<file path="src/rtl/ex.sv">
// ---------------------------------------------------------------------------
// ex : execute stage of the five-stage MIPS pipeline (decode -> ex -> mem).
//
// Computes ALU/shift/LUI results, performs MULT/MULTU in a single cycle,
// owns the HI/LO registers and, when the EX_DIV_EN macro is defined, runs
// DIV/DIVU on an iterative radix-2 restoring divider. Every value consumed
// by mem is registered here.
//
// Build option:
//   EX_DIV_EN  defined   -> divider FSM present (IDLE/BUSY/DONE).
//              undefined -> ops 14/15 behave as NOP, ex_stall_o is 0.
//
// Ports:
//   clk, rst_n          clock (rising edge), async active-low reset
//   ex_inst_i/_pc_i     instruction word and PC from decode
//   ex_inslot_i         instruction sits in a delay slot
//   ex_memop_i [3:0]    memory op code, passed through to mem
//   ex_aluop_i [4:0]    operation select
//   ex_src1_i/_src2_i   forwarded operands
//   ex_waddr_i/_wren_i  destination register and write enable
//   ex_nofwd_i          result not forwardable (loads)
//   ex_stall_i          downstream/global stall (hold outputs)
//   ex_flush_i          flush (clear outputs, abort divide)
//   ex_*_o              registered copies for mem; ex_wdata_o = result
//   ex_stall_o          combinational upstream freeze request
// ---------------------------------------------------------------------------
module ex (
   input  logic        clk,
   input  logic        rst_n,
   input  logic [31:0] ex_inst_i,
   input  logic [31:0] ex_pc_i,
   input  logic        ex_inslot_i,
   input  logic [3:0]  ex_memop_i,
   input  logic [4:0]  ex_aluop_i,
   input  logic [31:0] ex_src1_i,
   input  logic [31:0] ex_src2_i,
   input  logic [4:0]  ex_waddr_i,
   input  logic        ex_wren_i,
   input  logic        ex_nofwd_i,
   input  logic        ex_stall_i,
   input  logic        ex_flush_i,
   output logic [31:0] ex_inst_o,
   output logic [31:0] ex_pc_o,
   output logic        ex_inslot_o,
   output logic        ex_wren_o,
   output logic        ex_nofwd_o,
   output logic [3:0]  ex_memop_o,
   output logic [4:0]  ex_waddr_o,
   output logic [31:0] ex_wdata_o,
   output logic        ex_stall_o
);

   localparam logic [4:0] OP_ADD   = 5'd1;
   localparam logic [4:0] OP_SUB   = 5'd2;
   localparam logic [4:0] OP_AND   = 5'd3;
   localparam logic [4:0] OP_OR    = 5'd4;
   localparam logic [4:0] OP_XOR   = 5'd5;
   localparam logic [4:0] OP_NOR   = 5'd6;
   localparam logic [4:0] OP_SLT   = 5'd7;
   localparam logic [4:0] OP_SLTU  = 5'd8;
   localparam logic [4:0] OP_SLL   = 5'd9;
   localparam logic [4:0] OP_SRL   = 5'd10;
   localparam logic [4:0] OP_SRA   = 5'd11;
   localparam logic [4:0] OP_MULT  = 5'd12;
   localparam logic [4:0] OP_MULTU = 5'd13;
`ifdef EX_DIV_EN
   localparam logic [4:0] OP_DIV   = 5'd14;
   localparam logic [4:0] OP_DIVU  = 5'd15;
`endif
   localparam logic [4:0] OP_MFHI  = 5'd16;
   localparam logic [4:0] OP_MFLO  = 5'd17;
   localparam logic [4:0] OP_MTHI  = 5'd18;
   localparam logic [4:0] OP_MTLO  = 5'd19;
   localparam logic [4:0] OP_LUI   = 5'd20;

   logic [31:0] hi_q, lo_q;
   logic [31:0] result_d;
   logic [63:0] op1_x, op2_x, prod;
   logic        mul_sgn;
   logic        accept;

   logic [31:0] inst_q, pc_q, wdata_q;
   logic        inslot_q, wren_q, nofwd_q;
   logic [3:0]  memop_q;
   logic [4:0]  waddr_q;

   // ------------------------------------------------------------------
   // Result datapath
   // ------------------------------------------------------------------
   always_comb begin
      mul_sgn = (ex_aluop_i == OP_MULT);
      // Sign- or zero-extend to 64 bits so one multiplier serves both.
      op1_x   = {{32{mul_sgn & ex_src1_i[31]}}, ex_src1_i};
      op2_x   = {{32{mul_sgn & ex_src2_i[31]}}, ex_src2_i};
      prod    = op1_x * op2_x;

      result_d = '0;
      case (ex_aluop_i)
         OP_ADD:  result_d = ex_src1_i + ex_src2_i;
         OP_SUB:  result_d = ex_src1_i - ex_src2_i;
         OP_AND:  result_d = ex_src1_i & ex_src2_i;
         OP_OR:   result_d = ex_src1_i | ex_src2_i;
         OP_XOR:  result_d = ex_src1_i ^ ex_src2_i;
         OP_NOR:  result_d = ~(ex_src1_i | ex_src2_i);
         OP_SLT:  result_d = {31'b0, $signed(ex_src1_i) < $signed(ex_src2_i)};
         OP_SLTU: result_d = {31'b0, ex_src1_i < ex_src2_i};
         OP_SLL:  result_d = ex_src2_i << ex_src1_i[4:0];
         OP_SRL:  result_d = ex_src2_i >> ex_src1_i[4:0];
         OP_SRA:  result_d = $signed(ex_src2_i) >>> ex_src1_i[4:0];
         OP_MFHI: result_d = hi_q;
         OP_MFLO: result_d = lo_q;
         OP_LUI:  result_d = {ex_src2_i[15:0], 16'h0000};
         default: result_d = '0;
      endcase
   end

`ifdef EX_DIV_EN
   // ------------------------------------------------------------------
   // Iterative radix-2 restoring divider on operand magnitudes
   // ------------------------------------------------------------------
   typedef enum logic [1:0] {S_IDLE, S_BUSY, S_DONE} div_state_e;

   div_state_e  state_q;
   logic [4:0]  cnt_q;
   logic [31:0] quo_q, rem_q, dsr_q;
   logic        qneg_q, rneg_q;

   logic        is_div, div_sgn, s1neg, s2neg, q_bit;
   logic [31:0] mag1, mag2, rem_diff, rem_nx, quo_fin, rem_fin;
   logic [32:0] rem_sh;

   always_comb begin
      is_div  = (ex_aluop_i == OP_DIV) || (ex_aluop_i == OP_DIVU);
      div_sgn = (ex_aluop_i == OP_DIV);
      s1neg   = div_sgn & ex_src1_i[31];
      s2neg   = div_sgn & ex_src2_i[31];
      mag1    = s1neg ? -ex_src1_i : ex_src1_i;
      mag2    = s2neg ? -ex_src2_i : ex_src2_i;

      // quo_q doubles as the dividend shift register; quotient bits
      // enter at the bottom as dividend bits leave at the top.
      rem_sh   = {rem_q, quo_q[31]};
      rem_diff = rem_sh[31:0] - dsr_q;
      q_bit    = (rem_sh >= {1'b0, dsr_q});
      rem_nx   = q_bit ? rem_diff : rem_sh[31:0];

      quo_fin  = qneg_q ? -quo_q : quo_q;
      rem_fin  = rneg_q ? -rem_q : rem_q;
   end

   assign ex_stall_o = ((state_q == S_IDLE) && is_div && !ex_flush_i) ||
                       (state_q == S_BUSY);

   always_ff @(posedge clk or negedge rst_n) begin
      if (!rst_n) begin
         state_q <= S_IDLE;
         cnt_q   <= '0;
         quo_q   <= '0;
         rem_q   <= '0;
         dsr_q   <= '0;
         qneg_q  <= 1'b0;
         rneg_q  <= 1'b0;
      end else if (ex_flush_i) begin
         state_q <= S_IDLE;
      end else begin
         case (state_q)
            S_IDLE: begin
               if (is_div) begin
                  state_q <= S_BUSY;
                  cnt_q   <= '0;
                  quo_q   <= mag1;
                  rem_q   <= '0;
                  dsr_q   <= mag2;
                  // A zero divisor leaves an all-ones magnitude quotient;
                  // suppressing negation yields LO=0xFFFFFFFF, and the
                  // remainder path already restores the original dividend.
                  qneg_q  <= (s1neg ^ s2neg) & (ex_src2_i != '0);
                  rneg_q  <= s1neg;
               end
            end
            S_BUSY: begin
               quo_q <= {quo_q[30:0], q_bit};
               rem_q <= rem_nx;
               if (cnt_q == 5'd31) state_q <= S_DONE;
               else                cnt_q   <= cnt_q + 5'd1;
            end
            S_DONE: begin
               if (!ex_stall_i) state_q <= S_IDLE;
            end
            default: state_q <= S_IDLE;
         endcase
      end
   end
`else
   assign ex_stall_o = 1'b0;
`endif

   assign accept = !ex_stall_i && !ex_flush_i && !ex_stall_o;

   // ------------------------------------------------------------------
   // HI/LO: side effects only on the accepting edge
   // ------------------------------------------------------------------
   always_ff @(posedge clk or negedge rst_n) begin
      if (!rst_n) begin
         hi_q <= '0;
         lo_q <= '0;
      end else if (accept) begin
         case (ex_aluop_i)
            OP_MULT, OP_MULTU: begin
               hi_q <= prod[63:32];
               lo_q <= prod[31:0];
            end
            OP_MTHI: hi_q <= ex_src1_i;
            OP_MTLO: lo_q <= ex_src1_i;
`ifdef EX_DIV_EN
            // A divide is only accepted from DONE (stall_o masks IDLE).
            OP_DIV, OP_DIVU: begin
               if (state_q == S_DONE) begin
                  hi_q <= rem_fin;
                  lo_q <= quo_fin;
               end
            end
`endif
            default: ;
         endcase
      end
   end

   // ------------------------------------------------------------------
   // Output register: flush > hold > bubble > load
   // ------------------------------------------------------------------
   always_ff @(posedge clk or negedge rst_n) begin
      if (!rst_n) begin
         inst_q   <= '0;
         pc_q     <= '0;
         inslot_q <= 1'b0;
         memop_q  <= '0;
         waddr_q  <= '0;
         wdata_q  <= '0;
         wren_q   <= 1'b0;
         nofwd_q  <= 1'b0;
      end else if (ex_flush_i || (!ex_stall_i && ex_stall_o)) begin
         inst_q   <= '0;
         pc_q     <= '0;
         inslot_q <= 1'b0;
         memop_q  <= '0;
         waddr_q  <= '0;
         wdata_q  <= '0;
         wren_q   <= 1'b0;
         nofwd_q  <= 1'b0;
      end else if (!ex_stall_i) begin
         inst_q   <= ex_inst_i;
         pc_q     <= ex_pc_i;
         inslot_q <= ex_inslot_i;
         memop_q  <= ex_memop_i;
         waddr_q  <= ex_waddr_i;
         wdata_q  <= result_d;
         wren_q   <= ex_wren_i;
         nofwd_q  <= ex_nofwd_i;
      end
   end

   assign ex_inst_o   = inst_q;
   assign ex_pc_o     = pc_q;
   assign ex_inslot_o = inslot_q;
   assign ex_memop_o  = memop_q;
   assign ex_waddr_o  = waddr_q;
   assign ex_wdata_o  = wdata_q;
   assign ex_wren_o   = wren_q;
   assign ex_nofwd_o  = nofwd_q;

endmodule

</file>
<file path="config.mk">
export PLATFORM = sky130hd
export DESIGN_NAME = ex
export DESIGN_NICKNAME = d
export VERILOG_FILES = /design/src/rtl/ex.sv
export SDC_FILE = /design/constraint.sdc
export NUM_CORES = 2
export LEC_CHECK = 0
export BUFFER_PORTS_ARGS = -buffer_cell sky130_fd_sc_hd__buf_2
export CAP_MARGIN = 20
export CORE_MARGIN = 3
export CORE_UTILIZATION = 35
export DETAILED_ROUTE_END_ITERATION = 6
export PLACE_DENSITY = 0.53
export SLEW_MARGIN = 10
export SYNTH_ARGS = -nofsm -noshare
export SYNTH_HDL_FRONTEND = slang
export SYNTH_SLANG_ARGS = --single-unit
</file>
<file path="constraint.sdc">
create_clock -name clk -period 2.07 [get_ports clk]
set_input_delay 0.3105 -clock clk [delete_from_list [all_inputs] [get_ports clk]]
set_output_delay 0.3105 -clock clk [all_outputs]
set_load 0.005 [all_outputs]
</file>
==> results.md <==
- Ant diodes: 0
- Crit path time final: 7.52 ns
- Seq/Total Area, Yosys: 0.0811
- Hold WC Path Type: input port to flip-flop
- Die area: about 160000 µm²
- Share of layout cells above drive strength 1: 0.334
- Total overflow reported by the global router: 0
- Top_reg_cell synth: dfrtp_1
- Fmax: approximately 0.13 GHz
- DPL Wire Length: around 210000 µm
- Routed Wire Length: approximately 250000 µm
- First-pass GRT wire length: roughly 370000 µm
- Root Driver: clkbuf_16
- Initial antenna violation count: 13
- Nets: roughly 9200
- Crit Path Class: input port to flip-flop
- CP Launch Type: input port
- Worst hold slack: about 0.034 ns
- Syn Inst Count: 6279
- Area of the mapped netlist: ~53000 µm²
- Pin count of the biggest net entering global routing: between 70 and 80
- EDFF count, synth: 0
- Least-Margin Pin Slew: roughly 1.1 ns
- Slowest cell delay on critical path: around 0.6 ns
- Starting Density: 0.353
- Die Wd: 395 µm
- Final Hold Fails: 0
- CP max stage cell: fa_2
- CTS tree: built
- Vias per inst: between 5 and 6
- Layout fillers: approximately 14000
- Post-synthesis register bit count: about 170
- Async SR Flop Fraction: 1.00
- H-tree depth: 4
- Synth cell types: 97
- Failing checks: DRC, setup timing
- Post-synth top area share: 0.425
- Unrepaired setup endpoints after global routing: yes
- I/O pins: between 200 and 300
- Area of the core: 150000 µm²
- CP Data Required Time: around 2.5 ns
- TNS Setup: -302.65 ns
- DRC viols: 3
- Net Count, Synth: between 7000 and 8000
- Status: finished, violations left
- Final worst slack: -5.45 ns
- Avg Cell Area, Syn: around 8.5 µm²
- Max-slew violation count: 0
- Iter 0 DRT Violations: 4768
- Number of global-route vias before repair: ~54000
- Drt first pass iters: 7
- CTS clk-pin slew, worst paths: 0.09 ns
- Mean routed wirelength per cell: approximately 26 µm
- Via count: just over 50000
- Clock Path Buffers: 2
- Port buffer count: roughly 260
- All-layer global routing usage: 0.321
- Slew margin rel.: 0.274
- Worst Skew: 0.0172 ns
- Synth-to-layout area growth: 40.7%
- Data arrival, critical path: approximately 8 ns
- Crit path max fanout: 7
- Row count: between 100 and 150
- Setup Viol. Count Final: 93
- Antenna viol nets, final: 0
- Synth area leaders: fa_1, inv_1, dfrtp_1
- Worst setup EP type: flip-flop
- Period utilization: 3.63
- Routability cong.: approximately 1.0
- Max cap viols: 0
- # clock sinks: between 150 and 200
- Clock latency on the worst-skew pair: approximately 0.52 ns
- Leading area contributor after synthesis: fa_1
- Chip Height: between 300 and 400 µm
- Synth warnings: 0
- CTS Buf Count: 17
==> per-layer routing <==
layer	part of all wire	vias to the layer above	global-route usage	wire length, µm
met1	0.42	26500	0.438	105000
met3	0.079	495	0.0529	20000
met2	0.44	2213	0.498	112000
met5	0.00025	-	0	64
li1	-	22100	-	-
met4	0.059	10	0.147	14900
==> layout by cell type (no fill, tap or decap), types with 39 or more instances in the layout <==
cell | synthesis | layout
a21oi_2 | 2 | 70
buf_4 | 6 | 1158
o21ai_1 | 10 | 79
nor2_1 | 641 | 567
mux2i_1 | 137 | 132
ha_4 | 0 | 87
nand3_1 | 50 | 43
o21ai_0 | 208 | 110
a22oi_1 | 40 | 39
nor3_1 | 63 | 45
fa_1 | 1127 | 1046
a21o_1 | 61 | 60
dfrtp_1 | 172 | 172
a21oi_1 | 247 | 164
ha_1 | 308 | 217
buf_12 | 0 | 149
nand2_1 | 936 | 876
fa_2 | 0 | 81
nor2_2 | 0 | 48
buf_6 | 2 | 165
inv_2 | 12 | 78
inv_1 | 1238 | 1146
buf_2 | 22 | 202
==> logic make-up after synthesis <==
group,count (synthesis),synth area share
buf+inv,1677,0.120
simple gates,1849,0.142
mux,166,0.0350
flops,172,0.0811
xor+xnor,79,0.0130
other cells,1,0.0000706
compound gates,900,0.111
fa+ha+maj,1435,0.498
==> worst max-delay path: cells and delay by family <==
family	cells	cell delay, ns
xor+xnor	1	0.12
simple gates	3	0.50
compound gates	6	1.25
fa+ha+maj	9	4.44
buf+inv	11	1.29
==> metrics by stage <==
step / instance area [µm²] / setup slack, ns / std cells / utilization
2_1_floorplan: 55200 / -5.99 / 6279 / -
5_1_grt: 74700 / -5.63 / 9647 / 0.497
3_3_place_gp: 67300 / -6.44 / 9401 / 0.448
3_5_place_dp: 67300 / -6.57 / 9401 / 0.448
4_1_cts: 72700 / -5.41 / 9593 / 0.484
6_report: 74700 / -5.45 / 9647 / 0.497
==> Yosys cell counts (9+ instances only) <==
cell and count:
dfrtp_1 172, buf_1 61, a22oi_1 40, a221oi_1 26, nor4_1 29, o21a_1 16, a211oi_1 43, buf_2 22
o31ai_1 15, mux2_2 15, nand3_1 50, xnor2_1 56, o21ai_1 10, o211ai_1 22, o31a_1 9, nor2b_1 15
nor2_1 641, or3_1 12, nand2_1 936, and2_1 9, o221ai_1 17, mux2i_1 137, a22o_1 22, a21o_1 61
a211o_1 11, nand2b_1 22, a31oi_1 26, and3_1 9, clkinv_1 12, o22ai_1 9, ha_1 308, fa_1 1127
xor2_1 23, a221o_1 11, o21ai_0 208, inv_1 1238, nand4_1 26, o21bai_1 18, a21oi_1 247, mux4_2 14
clkbuf_1 321, inv_2 12, nor3_1 63
==> sequential cells by signal, indices dropped and copies added, names as in the netlist <==
name	count
ex_inst_o	32
ex_pc_o	32
ex_wdata_o	32
hi_q	32
lo_q	32
ex_waddr_o	5
ex_memop_o	4
ex_inslot_o	1
ex_nofwd_o	1
ex_wren_o	1
==> what timing repair did <==
action	4_1_cts	5_1_grt
hold buffers	1	0
setup buffers	158	68
cloned	12	3
hold endpoints to repair	42	0
resized for setup	745	395
pin swaps	288	263
setup endpoints to repair	93	93
==> layout make-up <==
cell class	count	area, µm²	area share
Inverter	1262	4880	0.0654
Sequential cell	172	4300	0.0576
Clock inverter	15	215	0.00288
Tap cell	2016	2520	0.0338
Timing Repair Buffer	1735	15700	0.211
Clock buffer	17	425	0.00569
Multi-Input combinational cell	4430	46600	0.624
==> final timing paths <==
| path | slack (ns) | end | cells after the start | from |
|---|---|---|---|---|
| min reg2reg | 0.48 | ex_wdata_o[1] | 1 | ex_wdata_o[1] |
| min in group asynchronous | 0.31 | lo_q[9] | 2 | rst_n |
| max | -5.45 | hi_q[27] | 30 | ex_src1_i[31] |
| max in group asynchronous | 1.02 | ex_inst_o[22] | 3 | rst_n |
| max reg2reg | -0.66 | ex_wdata_o[28] | 8 | lo_q[28] |
| min | 0.03 | ex_pc_o[7] | 3 | ex_pc_i[7] |
Power is left out: the tool's default activity adds up to more than one toggle a clock period on the data nets, which glitch-free logic cannot reach.
